--- src/rtl/smoldvi_pkg.sv ---
// Shared types, standard video timings and helpers for the smoldvi timing path.
package smoldvi_pkg;

  localparam logic [1:0] ENC_IDLE  = 2'd0;
  localparam logic [1:0] ENC_RUN   = 2'd1;
  localparam logic [1:0] ENC_DRAIN = 2'd2;

  typedef enum logic [1:0] {
    ST_IDLE  = ENC_IDLE,
    ST_RUN   = ENC_RUN,
    ST_DRAIN = ENC_DRAIN
  } state_t;

  // 640x480@60, negative syncs
  localparam int VGA_H_ACTIVE = 640;
  localparam int VGA_H_FP     = 16;
  localparam int VGA_H_SYNC   = 96;
  localparam int VGA_H_BP     = 48;
  localparam int VGA_V_ACTIVE = 480;
  localparam int VGA_V_FP     = 10;
  localparam int VGA_V_SYNC   = 2;
  localparam int VGA_V_BP     = 33;

  // 800x600@60, positive syncs
  localparam int SVGA_H_ACTIVE = 800;
  localparam int SVGA_H_FP     = 40;
  localparam int SVGA_H_SYNC   = 128;
  localparam int SVGA_H_BP     = 88;
  localparam int SVGA_V_ACTIVE = 600;
  localparam int SVGA_V_FP     = 1;
  localparam int SVGA_V_SYNC   = 4;
  localparam int SVGA_V_BP     = 23;

  function automatic int timing_total(input int active, input int fp,
                                      input int sync_w, input int bp);
    return active + fp + sync_w + bp;
  endfunction

  function automatic logic sync_level(input logic act, input logic pol);
    return act ? pol : ~pol;
  endfunction

endpackage

--- src/rtl/smoldvi_sync_delay.sv ---
// Fixed-depth shift register for the {vsync, hsync, den} bundle; DEPTH=0 is a wire.
module smoldvi_sync_delay #(
  parameter int DEPTH = 2,
  parameter int W     = 3
) (
  input  logic         clk,
  input  logic         rst,
  input  logic [W-1:0] rst_val,
  input  logic [W-1:0] d,
  output logic [W-1:0] q
);

  if (DEPTH == 0) begin : g_pass
    logic unused_pass;
    assign unused_pass = ^{clk, rst, rst_val};
    assign q = d;
  end else begin : g_shift
    logic [W-1:0] stage_p [DEPTH];

    // Every stage reloads the blank value so nothing stale survives a reset.
    always_ff @(posedge clk) begin
      if (rst) begin
        for (int i = 0; i < DEPTH; i++) stage_p[i] <= rst_val;
      end else begin
        stage_p[0] <= d;
        for (int i = 1; i < DEPTH; i++) stage_p[i] <= stage_p[i-1];
      end
    end

    assign q = stage_p[DEPTH-1];
  end

endmodule

--- src/rtl/smoldvi_timing.sv ---
// Video timing controller: h/v counters, pixel fetch requests and latency-matched syncs.
module smoldvi_timing
  import smoldvi_pkg::*;
#(
  parameter int H_ACTIVE     = VGA_H_ACTIVE,
  parameter int H_FP         = VGA_H_FP,
  parameter int H_SYNC       = VGA_H_SYNC,
  parameter int H_BP         = VGA_H_BP,
  parameter int V_ACTIVE     = VGA_V_ACTIVE,
  parameter int V_FP         = VGA_V_FP,
  parameter int V_SYNC       = VGA_V_SYNC,
  parameter int V_BP         = VGA_V_BP,
  parameter bit HSYNC_POL    = 1'b0,
  parameter bit VSYNC_POL    = 1'b0,
  parameter int PIPE_LATENCY = 2,
  parameter int W_COORD      = 10
) (
  input  logic               clk_pix,
  input  logic               rst_pix,
  input  logic               en,
  output logic               running,
  output logic               req_valid,
  output logic [W_COORD-1:0] req_x,
  output logic [W_COORD-1:0] req_y,
  output logic               line_start,
  output logic               frame_start,
  output logic               vsync,
  output logic               hsync,
  output logic               den
);

  localparam int H_TOTAL = timing_total(H_ACTIVE, H_FP, H_SYNC, H_BP);
  localparam int V_TOTAL = timing_total(V_ACTIVE, V_FP, V_SYNC, V_BP);

  localparam logic [W_COORD-1:0] H_LAST   = W_COORD'(H_TOTAL - 1);
  localparam logic [W_COORD-1:0] V_LAST   = W_COORD'(V_TOTAL - 1);
  localparam logic [W_COORD-1:0] H_ACT    = W_COORD'(H_ACTIVE);
  localparam logic [W_COORD-1:0] V_ACT    = W_COORD'(V_ACTIVE);
  localparam logic [W_COORD-1:0] HS_FIRST = W_COORD'(H_ACTIVE + H_FP);
  localparam logic [W_COORD-1:0] HS_LAST  = W_COORD'(H_ACTIVE + H_FP + H_SYNC - 1);
  localparam logic [W_COORD-1:0] VS_FIRST = W_COORD'(V_ACTIVE + V_FP);
  localparam logic [W_COORD-1:0] VS_LAST  = W_COORD'(V_ACTIVE + V_FP + V_SYNC - 1);

  localparam logic [2:0] BLANK = {~VSYNC_POL, ~HSYNC_POL, 1'b0};

  state_t               st, st_nxt;
  logic [W_COORD-1:0]   h_cnt, v_cnt, h_nxt, v_nxt, v_after;
  logic                 h_wrap, frame_end, run_nxt;
  logic                 vld_nxt, ls_nxt, fs_nxt, hs_nxt, vs_nxt;

  logic                 vld_p0, ls_p0, fs_p0, hs_p0, vs_p0;
  logic [W_COORD-1:0]   x_p0, y_p0;
  logic [2:0]           sync_d, sync_q;

  always_comb begin
    st_nxt    = st;
    h_nxt     = h_cnt;
    v_nxt     = v_cnt;
    h_wrap    = (h_cnt == H_LAST);
    frame_end = h_wrap && (v_cnt == V_LAST);

    case (st)
      ST_IDLE: begin
        h_nxt = '0;
        v_nxt = '0;
        if (en) st_nxt = ST_RUN;
      end
      default: begin
        h_nxt = h_wrap ? '0 : h_cnt + W_COORD'(1);
        if (h_wrap) v_nxt = (v_cnt == V_LAST) ? '0 : v_cnt + W_COORD'(1);
        // en only matters at the frame edge for stopping; DRAIN just remembers it fell.
        if (frame_end)                   st_nxt = en ? ST_RUN : ST_IDLE;
        else if (st == ST_RUN && !en)    st_nxt = ST_DRAIN;
        else if (st == ST_DRAIN && en)   st_nxt = ST_RUN;
      end
    endcase

    run_nxt = (st_nxt != ST_IDLE);
    v_after = (v_nxt == V_LAST) ? '0 : v_nxt + W_COORD'(1);
    vld_nxt = run_nxt && (h_nxt < H_ACT) && (v_nxt < V_ACT);
    ls_nxt  = run_nxt && (h_nxt == H_LAST) && (v_after < V_ACT);
    fs_nxt  = (st_nxt == ST_RUN) && (h_nxt == '0) && (v_nxt == '0);
    hs_nxt  = run_nxt && (h_nxt >= HS_FIRST) && (h_nxt <= HS_LAST);
    vs_nxt  = run_nxt && (v_nxt >= VS_FIRST) && (v_nxt <= VS_LAST);
  end

  // Request stage (p0): registered outputs aligned with the live h/v counters
  always_ff @(posedge clk_pix) begin
    if (rst_pix) begin
      st     <= ST_IDLE;
      h_cnt  <= '0;
      v_cnt  <= '0;
      vld_p0 <= 1'b0;
      ls_p0  <= 1'b0;
      fs_p0  <= 1'b0;
      hs_p0  <= 1'b0;
      vs_p0  <= 1'b0;
      x_p0   <= '0;
      y_p0   <= '0;
    end else begin
      st     <= st_nxt;
      h_cnt  <= h_nxt;
      v_cnt  <= v_nxt;
      vld_p0 <= vld_nxt;
      ls_p0  <= ls_nxt;
      fs_p0  <= fs_nxt;
      hs_p0  <= hs_nxt;
      vs_p0  <= vs_nxt;
      x_p0   <= vld_nxt ? h_nxt : '0;
      y_p0   <= vld_nxt ? v_nxt : '0;
    end
  end

  assign running     = (st != ST_IDLE);
  assign req_valid   = vld_p0;
  assign req_x       = x_p0;
  assign req_y       = y_p0;
  assign line_start  = ls_p0;
  assign frame_start = fs_p0;

  // Timing stage: polarity applied, then delayed to meet the pixel data
  assign sync_d = {sync_level(vs_p0, VSYNC_POL), sync_level(hs_p0, HSYNC_POL), vld_p0};

  smoldvi_sync_delay #(
    .DEPTH (PIPE_LATENCY),
    .W     (3)
  ) u_sync_delay (
    .clk     (clk_pix),
    .rst     (rst_pix),
    .rst_val (BLANK),
    .d       (sync_d),
    .q       (sync_q)
  );

  assign {vsync, hsync, den} = sync_q;

endmodule

--- config.mk ---
export PLATFORM = sky130hd
export DESIGN_NAME = smoldvi_timing
export DESIGN_NICKNAME = d
export VERILOG_FILES = /design/src/rtl/smoldvi_pkg.sv /design/src/rtl/smoldvi_sync_delay.sv /design/src/rtl/smoldvi_timing.sv
export SDC_FILE = /design/constraint.sdc
export NUM_CORES = 1
export LEC_CHECK = 0
export BUFFER_PORTS_ARGS = -buffer_cell sky130_fd_sc_hd__buf_2
export CORE_UTILIZATION = 40
export DETAILED_ROUTE_END_ITERATION = 6
export HOLD_SLACK_MARGIN = 0.05
export PLACE_DENSITY_LB_ADDON = 0.12
export SLEW_MARGIN = 20
export SYNTH_ARGS = -nofsm -noshare
export SYNTH_HDL_FRONTEND = slang
export SYNTH_SLANG_ARGS = --single-unit
export TNS_END_PERCENT = 5
--- constraint.sdc ---
create_clock -name clk_pix -period 3.07 [get_ports clk_pix]
set_clock_uncertainty 0.05 [all_clocks]
set_input_delay 0.1535 -clock clk_pix [delete_from_list [all_inputs] [get_ports clk_pix]]
set_output_delay 0.1535 -clock clk_pix [all_outputs]
set_load 0.1 [all_outputs]
# ---- Word level (Yosys, flattened, before mapping)
# Memories as Yosys holds them, arrays and structs flattened.
# Index checks and enable logic that the tools add are counted.
dict set report op_classes {
  n_addsub 3
  mul 0
  div_mod_pow 0
  order_cmp 7
  eq_ne 7
  n_shift 0
  mux 19
  bitwise_logic 3
  n_reduce_logical 20
}
# operator n
set ops {}
lappend ops {{$mux 10} 6}
lappend ops {{$eq 10x10->1 const B} 4}
lappend ops {{$add 10x1->10 const B} 3}
lappend ops {{$logic_not 10->1} 2}
lappend ops {{$lt 10x9->1 const B} 2}
lappend ops {{$logic_and 1x1->1} 13}
lappend ops {{$ge 10x10->1 const B} 1}
lappend ops {{$ge 10x9->1 const B} 1}
lappend ops {{$le 10x10->1 const B} 1}
lappend ops {{$le 10x9->1 const B} 1}
lappend ops {{$lt 10x10->1 const B} 1}
lappend ops {{$mux 2} 5}
lappend ops {{$mux 1} 6}
lappend ops {{$mux 3} 2}
lappend ops {{$eq 2x1->1 const B} 2}
lappend ops {{$reduce_bool 2->1} 2}
lappend ops {{$eq 2x2->1 const B} 1}
lappend ops {{$logic_not 2->1} 1}
lappend ops {{$or 1x1->1} 2}
lappend ops {{$reduce_or 2->1} 1}
lappend ops {{$logic_not 1->1} 1}
lappend ops {{$not 1->1} 1}
dict set report totals {
  reg_bits 47
  latch_bits 0
  ramBits 6
  rom_bits 0
  in_bits 3
  out_inout_bits 27
  elab_cells 70
  mem_count 1
}
# name depth width read_ports rd_ports_with_merged_regs wr line
set mem_list {}
lappend mem_list {u_sync_delay.g_shift.stage_p 2 3 2 0 2 smoldvi_sync_delay.sv:18} ;# logic [W-1:0] stage_p [DEPTH];

# ---- Longest topological paths before layout
# Gate-level depths: netlist (run 1).
dict set report logic_depth {
  ltp_word 11
  ltp_mapped 11
  depth_no_buf 9
}

# ---- Modules after synthesis
# A second synthesis (run 1) with hierarchy kept.
dict set report hier_totals {
  cells_unflattened 272
  area_unflattened_um2 2396.0
}
# module instances cells_per_inst area_each_um2 seq_area_each_um2
set by_module_without_submodules {}
lappend by_module_without_submodules {smoldvi_timing 1 256 2152.1 940.9}
lappend by_module_without_submodules {smoldvi_sync_delay 1 16 244.0 120.1}

# ---- Least setup slack after synthesis (run 1)
# Ideal clock, no wire load.
dict set report synth_path {
  kind {reg-to-reg}
  from {register h_cnt[0]}
  to {register ls_p0 (netlist: line_start)}
  setup_ps 103
  t_arrival_ps 2457
  t_required_ps 2917
  slack_ps 460
  stages_incl_launch_ff 9
  n_path_buf 0
  period_less_slack_ps 2610
  cell_sequence {dfxtp_1 > ha_1 > nand4_2 > nor4_4 > mux2_2 > nor4_1 > o2111ai_1 > a32o_1 > a2111oi_2}
}
dict set report synth_between {
  elab_chain_cells 7
  elab_cells_between_ends 17
  cone_classes {add/sub: 2; order compare: 1; eq/ne: 3; mux: 7; reduce/logical: 4}
}
# item line
set synth_lines {}
lappend synth_lines {{start: declaration} smoldvi_timing.sv:47} ;# logic [W_COORD-1:0] h_cnt, v_cnt, h_nxt, v_nxt, v_after;
lappend synth_lines {{start signal: assignment} smoldvi_timing.sv:102} ;# h_cnt <= h_nxt;
lappend synth_lines {{$eq 10x10->1} smoldvi_timing.sv:59} ;# h_wrap = (h_cnt == H_LAST);
lappend synth_lines {{$mux 10 / $logic_and 1x1->1 (equally long branches)} {smoldvi_timing.sv:70, smoldvi_timing.sv:60}}
lappend synth_lines {{$mux 10 / $mux 2 (equally long branches)} {smoldvi_timing.sv:62, smoldvi_timing.sv:72}}
lappend synth_lines {{$add 10x1->10 (tied with other cells)} smoldvi_timing.sv:79} ;# v_after = (v_nxt == V_LAST) ? '0 : v_nxt + W_COORD'(1);
lappend synth_lines {{$mux 10 / $reduce_bool 2->1 (equally long branches)} {smoldvi_timing.sv:79, smoldvi_timing.sv:78}}
lappend synth_lines {{$lt 10x9->1 / $logic_and 1x1->1 (equally long branches)} smoldvi_timing.sv:81} ;# ls_nxt = run_nxt && (h_nxt == H_LAST) && (v_after < V_ACT);
lappend synth_lines {{$logic_and 1x1->1 *} smoldvi_timing.sv:81}
lappend synth_lines {{end signal: assignment} smoldvi_timing.sv:105} ;# ls_p0 <= ls_nxt;
lappend synth_lines {{end: declaration} smoldvi_timing.sv:51} ;# logic vld_p0, ls_p0, fs_p0, hs_p0, vs_p0;
# Mark *: on every way between the ends. The rest lies on a longest branch, timed or not.
# A chain may end at the register's enable or synchronous reset.

# ---- Worst setup path after layout (run 1)
# Ends and elaborated chain as after synthesis.

==> metrics.cfg, run 1 <==
[status]
status=complete, no violations

[yosys]
synth_fa_ha_area_frac=0.02015
synth_area_sq_um=2360
synthMuxAreaShare=0.009014
synth.distinct_cells=57
synth-compound-area-share=0.1119
synth_nets=256
synthArstFlopShare=0
syn_inst=250
synth_simple_gate_area_share=0.3203
synth_xor_area_frac=0.04401
synth_top_family_by_area=simple AND/OR/NAND/NOR gates
synth_edf_count=0
yosysWarnings=0
ys.flop_type=dfxtp_1
syn_avg_cell_area_sq_um=9.439
ys_seq_elements=53
synth_seq_area_share=0.4496

[sta]
setup_violations=0
fmax_mhz=347.6
finalCritPeriodShare=0.9370
fin_crit_ps=2877
finalSetupTns_ps=0
slew-limit-headroom=0.5418
rsz0062_at_grt=false
hold_violations=0
finalMaxSlewViolations=0
worst_pin_slew_ps=682.4

[drt]
vias=1937
route.detailed.drc=0
wl_per_cell_microns=15.04
drt_iter0_drc=147
detail-route-antenna-nets=0
via_per_inst=5.503
dr.pass1.iters=4
drt-total-wl_microns=5295

[worst_setup_path]
reg2reg_setup_slack_ps=190
crit_fanout=7
end_kind=flop
reg2reg_from=h_cnt[0]$_SDFF_PP0_
critPathKind=flop to flop
cp-startpoint=h_cnt[0]$_SDFF_PP0_
critical_path_arrival_ps=3030
crit_required_ps=3230
start_kind=flop

[placement]
place.gp.congestion=0.8883
dp_cells=344
dp_hpwl_microns=3862
port_buffers=29

[final_layout]
areaGrowthSynthToFinish_pct=14.48
layout-drive-gt1-share=0.2536
nNetsFinal=285
antenna_cells=0
fillers=569
instances_no_fill=352
final_util=0.4817

[clocking]
cts_resized=0
cts_tree=built
htreeDepth=2
numCtsBuffers=5
clkSlewWorstSetupHoldPaths_ps=90
numClockSinks=53
post_cts_buffers=0
clk_latency_ps=300
cts_root_buf=clkbuf_8
hold_buffers=0
clock_path_buffers=2

[floorplanning]
fp.coreArea_sq_um=5608
dieArea_sq_um=6210
initial_core_util=0.4208
die_y_microns=78.81
die_w_microns=78.81
pin_count=30
rows=27

[power]
ir_drop_v=0.0002628
leakagePower_nw=0.9852
pwr_density_cell_nw_per_um2=472.8

[global_routing]
grt_pass1_vias=1854
grt_pass1_wl_microns=8825
grt_start_max_net_pins=31
overflow=0
antenna_found_initial=0
grt_usage=0.1830

[hold_path]
hp-class=input pin to flop
min-delay-start=en

[run]
drv_cap=0

-- final timing paths --
path	end	cells after the start
hold reg to reg	u_sync_delay.g_shift.stage_p[0][1]$_SDFF_PP1_	1
setup reg to reg	line_start$_SDFF_PP0_	8
hold / removal	st[0]$_SDFF_PP0_	3
setup / recovery	line_start$_SDFF_PP0_	8
-- cells by family (layout without fill, tap and decap cells) --
logic type	after synthesis	count (layout)
XOR/XNOR	11	11
other	1	1
multiplexers	2	2
buffers and inverters	23	53
flip-flops	53	53
AND/OR/NAND/NOR	119	119
adder cells (fa/ha/maj)	4	4
AO/OA/AOI/OAI	37	37
-- worst max-delay path, cell delays in order, from the launching register on --
cell	delay, ps
dfxtp_1	440
ha_1	310
nand4_2	260
nor4_4	250
mux2_2	400
nor4_1	420
o2111ai_1	150
a32o_1	240
a2111oi_2	270
-- placed cells by master (no fill, tap or decap), drive strengths merged, types with 2 or more instances in the layout --
master	synthesis	routed
nor2	25	25
and3	5	5
or2	3	3
buf	9	36
nand4	7	7
nand2b	4	4
xor2	4	4
ha	3	3
nor2b	5	5
a21oi	8	8
o21ai	7	7
xnor2	7	7
or3	3	3
a31oi	5	5
nor3b	2	2
and2	2	2
nor4	7	7
nor3	31	31
clkbuf	5	7
nor4b	2	2
dfxtp	53	53
o211ai	4	4
nand3	8	8
inv	9	9
and4	2	2
nand2	9	9
-- Yosys cell counts (3+ instances only) --
cell type / count / area share
a21oi_1: 8 / 0.017
dfxtp_1: 53 / 0.45
clkbuf_1: 5 / 0.0080
nand2_1: 9 / 0.014
and3_1: 5 / 0.013
nand2b_1: 4 / 0.011
inv_1: 9 / 0.014
a31oi_1: 5 / 0.013
o21ai_0: 6 / 0.013
nand4_1: 6 / 0.016
or2_2: 3 / 0.0080
xor2_1: 4 / 0.015
ha_1: 3 / 0.016
nand3_1: 7 / 0.015
buf_2: 7 / 0.015
nor4_1: 5 / 0.013
o211ai_1: 4 / 0.013
nor3_2: 10 / 0.042
nor3_1: 20 / 0.042
nor2b_1: 5 / 0.013
xnor2_1: 6 / 0.022
nor2_1: 25 / 0.040
-- state kept, by name (all words and copies together), names as in the netlist --
signal / flops
h_cnt: 10
req_x: 10
req_y: 10
v_cnt: 10
u_sync_delay.g_shift.stage_p: 6
st: 2
frame_start: 1
hs_p0: 1
line_start: 1
req_valid: 1
vs_p0: 1
-- through the flow --
stage               cell area (sq um)  hold slack (ps)  worst slack [ps]  power, mW
floorplan                        2360            184.1             459.7     0.7898
global placement                 2579            307.8             253.8     0.8103
detailed placement               2579            314.1             237.0     0.8102
CTS                              2695            104.7             171.5      1.295
global route                     2701            144.6             15.32      1.336
finish                           2701            116.9             193.4      1.277
-- layout make-up --
type / count / area [sq um] / area share
clock buffer: 7 / 86.33 / 0.03196
sequential: 53 / 1061 / 0.3928
tap: 72 / 90.09 / 0.03335
clock inverter: 1 / 30.03 / 0.01112
multi-input combinational: 174 / 1202 / 0.4451
timing repair buffer: 36 / 197.7 / 0.07318
inverter: 9 / 33.78 / 0.01251
-- per-layer routing --
layer  vias up  wire length, microns  global-route usage
li1        958                     -                   -
met4         0                   155             0.09074
met2        60                  2436              0.2930
met3        14                   219             0.04253
met5         -                     0                   0
met1       905                  2484              0.2297
-- power by group --
part           switching [mW]  internal (mW)
Sequential            0.00374          0.694
Clock                   0.218          0.266
Combinational          0.0771         0.0185
(Power assumes the default switching activity.)
==> run 2, diff against run 1 <==
--- a/config.mk
+++ b/config.mk
@@ -6,6 +6,8 @@
 export NUM_CORES = 1
 export LEC_CHECK = 0
 export BUFFER_PORTS_ARGS = -buffer_cell sky130_fd_sc_hd__buf_2
+export CELL_PAD_IN_SITES_DETAIL_PLACEMENT = 0
+export CELL_PAD_IN_SITES_GLOBAL_PLACEMENT = 1
 export CORE_UTILIZATION = 40
 export DETAILED_ROUTE_END_ITERATION = 6
 export HOLD_SLACK_MARGIN = 0.05
==> run 2 against run 1 <==
Flip-flop and latch count unchanged. Sequential share of layout area fell by 0.78 points. Critical path depth did not move. Via count shrank 1.8%. Wire length increased by 0.51%. First-iteration DRC count fell by 29%. Sequential power is essentially flat. Critical endpoint unchanged. Largest cell class unchanged.
==> metrics.cfg, run 2 (synthesis gave the netlist of run 1 again) <==
[drt]
via_per_inst=5.373
top_layer_used=met4
route.detailed.drc=0
wl_met2_microns=2478
detail-route-antenna-nets=0
wl_met1_microns=2535
dr.pass1.iters=4
drt_iter0_drc=105
wl_per_cell_microns=15.03
vias=1902
wl_met3_microns=149
drt-total-wl_microns=5322

[floorplanning]
dieArea_sq_um=6210
die_w_microns=78.81
initial_core_util=0.4208
fp.coreArea_sq_um=5608
die_y_microns=78.81
pin_count=30
rows=27

[sta]
finalCritPeriodShare=0.9183
fmax_mhz=354.7
hold_violations=0
slew-limit-headroom=0.4979
rsz0062_at_grt=false
finalSetupTns_ps=0
worst_pin_slew_ps=747.8
setup_violations=0
fin_crit_ps=2819
finalMaxSlewViolations=0

[global_routing]
grt_usage=0.1876
grt_pass1_wl_microns=8921
overflow=0
grt_pass1_vias=1827
grt_start_max_net_pins=31
antenna_found_initial=0

[power]
internal_power_mw=1.040
seqPwrFrac=0.521
ir_drop_v=0.0002168
sw_frac_of_total=0.2233
leakagePower_nw=1.010
p_sw_mw=0.2989
clockPowerShare=0.405
pwr-share-comb=0.074
pwr_density_cell_nw_per_um2=485.7
fin_total_pwr_mw=1.339

[worst_setup_path]
reg2reg_depth=8
crit_required_ps=3220
critPathKind=flop to flop
start_kind=flop
end_kind=flop
reg2reg_from=h_cnt[0]$_SDFF_PP0_
cp-startpoint=h_cnt[0]$_SDFF_PP0_
crit_end=line_start$_SDFF_PP0_
crit_fanout=7
reg2reg_to=line_start$_SDFF_PP0_
critical_path_arrival_ps=2970
reg2reg_setup_slack_ps=250

[final_layout]
instances_no_fill=354
nNetsFinal=287
final_common_cell=dfxtp_1
antenna_cells=0
final_util=0.4915
mostFrequentLayoutCells=dfxtp_1 (53), buf_2 (29), nor2_1 (25), nor3_1 (20), nor3_2 (10)
layout-drive-gt1-share=0.2624
fin_area_sq_um=2756
areaGrowthSynthToFinish_pct=16.81

[placement]
placed_area_sq_um=2606
dp_cells=346
dp_hpwl_microns=3922
place.gp.congestion=0.8338
port_buffers=29

[clocking]
clock_path_buffers=2
clk_latency_ps=290
numCtsBuffers=5
cts_root_buf=clkbuf_8
cts_tree=built
htreeDepth=2
numClockSinks=53
post_cts_buffers=0
clkSlewWorstSetupHoldPaths_ps=90

[run]
drv_cap=0

[status]
status=complete, no violations

[hold_path]
hp-class=input pin to flop

## run 2: cell count changes in the layout (fill, tap and decap cells not counted), sizes merged
| cell | delta |
|---|---|
| buf | +2 |
| bufinv | +1 |
| clkbuf | -2 |
| clkinv | +1 |
## run 2: cell type report
class	count	area (sq um)
Inverter	9	33.78
Timing Repair Buffer	38	225.2
Sequential cell	53	1061
Clock buffer	5	68.82
Tap cell	72	90.09
Clock inverter	3	65.06
Multi-Input combinational cell	174	1212
Fill cell	561	2851
## run 2: through the flow
step	hold WS, ps	setup slack [ps]
final	128.6	250.9
after detailed placement	320.5	208.1
after CTS	115.7	155.7
after global routing	154.3	7.018
after global placement	311.1	258.0
after floorplan	184.1	459.7
## run 2: timing repair
item	in CTS	in global routing
hold buffers	0	0
endpoints found under the setup margin	0	2
resized for setup	0	2
## run 2: worst min-delay path by stage
stage	startpoint	endpoint	slack, ps	cells past startpoint
global route	en	st[0]$_SDFF_PP0_	150	3
detailed placement	hs_p0$_SDFF_PP0_	u_sync_delay.g_shift.stage_p[0][1]$_SDFF_PP1_	320	1
floorplan	rst_pix	st[0]$_SDFF_PP0_	180	1
CTS	en	st[0]$_SDFF_PP0_	120	3
global placement	vs_p0$_SDFF_PP0_	u_sync_delay.g_shift.stage_p[0][2]$_SDFF_PP1_	310	1
finish	en	st[0]$_SDFF_PP0_	130	3
## run 2: per-layer routing
metal,vias up,global-route usage
met4,0,0.09630
met3,12,0.03793
met2,36,0.2974
li1,959,-
met5,-,0
met1,895,0.2402
## run 2: power by group through the flow
stage / Clock, mW / Combinational (mW) / Sequential, mW
after floorplan: 0 / 0.0478 / 0.742
after global placement: 0 / 0.101 / 0.714
after detailed placement: 0 / 0.0997 / 0.714
after CTS: 0.564 / 0.100 / 0.698
after global routing: 0.589 / 0.107 / 0.699
final: 0.542 / 0.0996 / 0.698
## run 2: critical path: stages, from the launching register on
cell,delay [ps]
dfxtp_1,440
ha_1,310
nand4_2,270
nor4_4,250
mux2_2,400
nor4_2,370
o2111ai_1,140
a32o_1,230
a2111oi_2,270
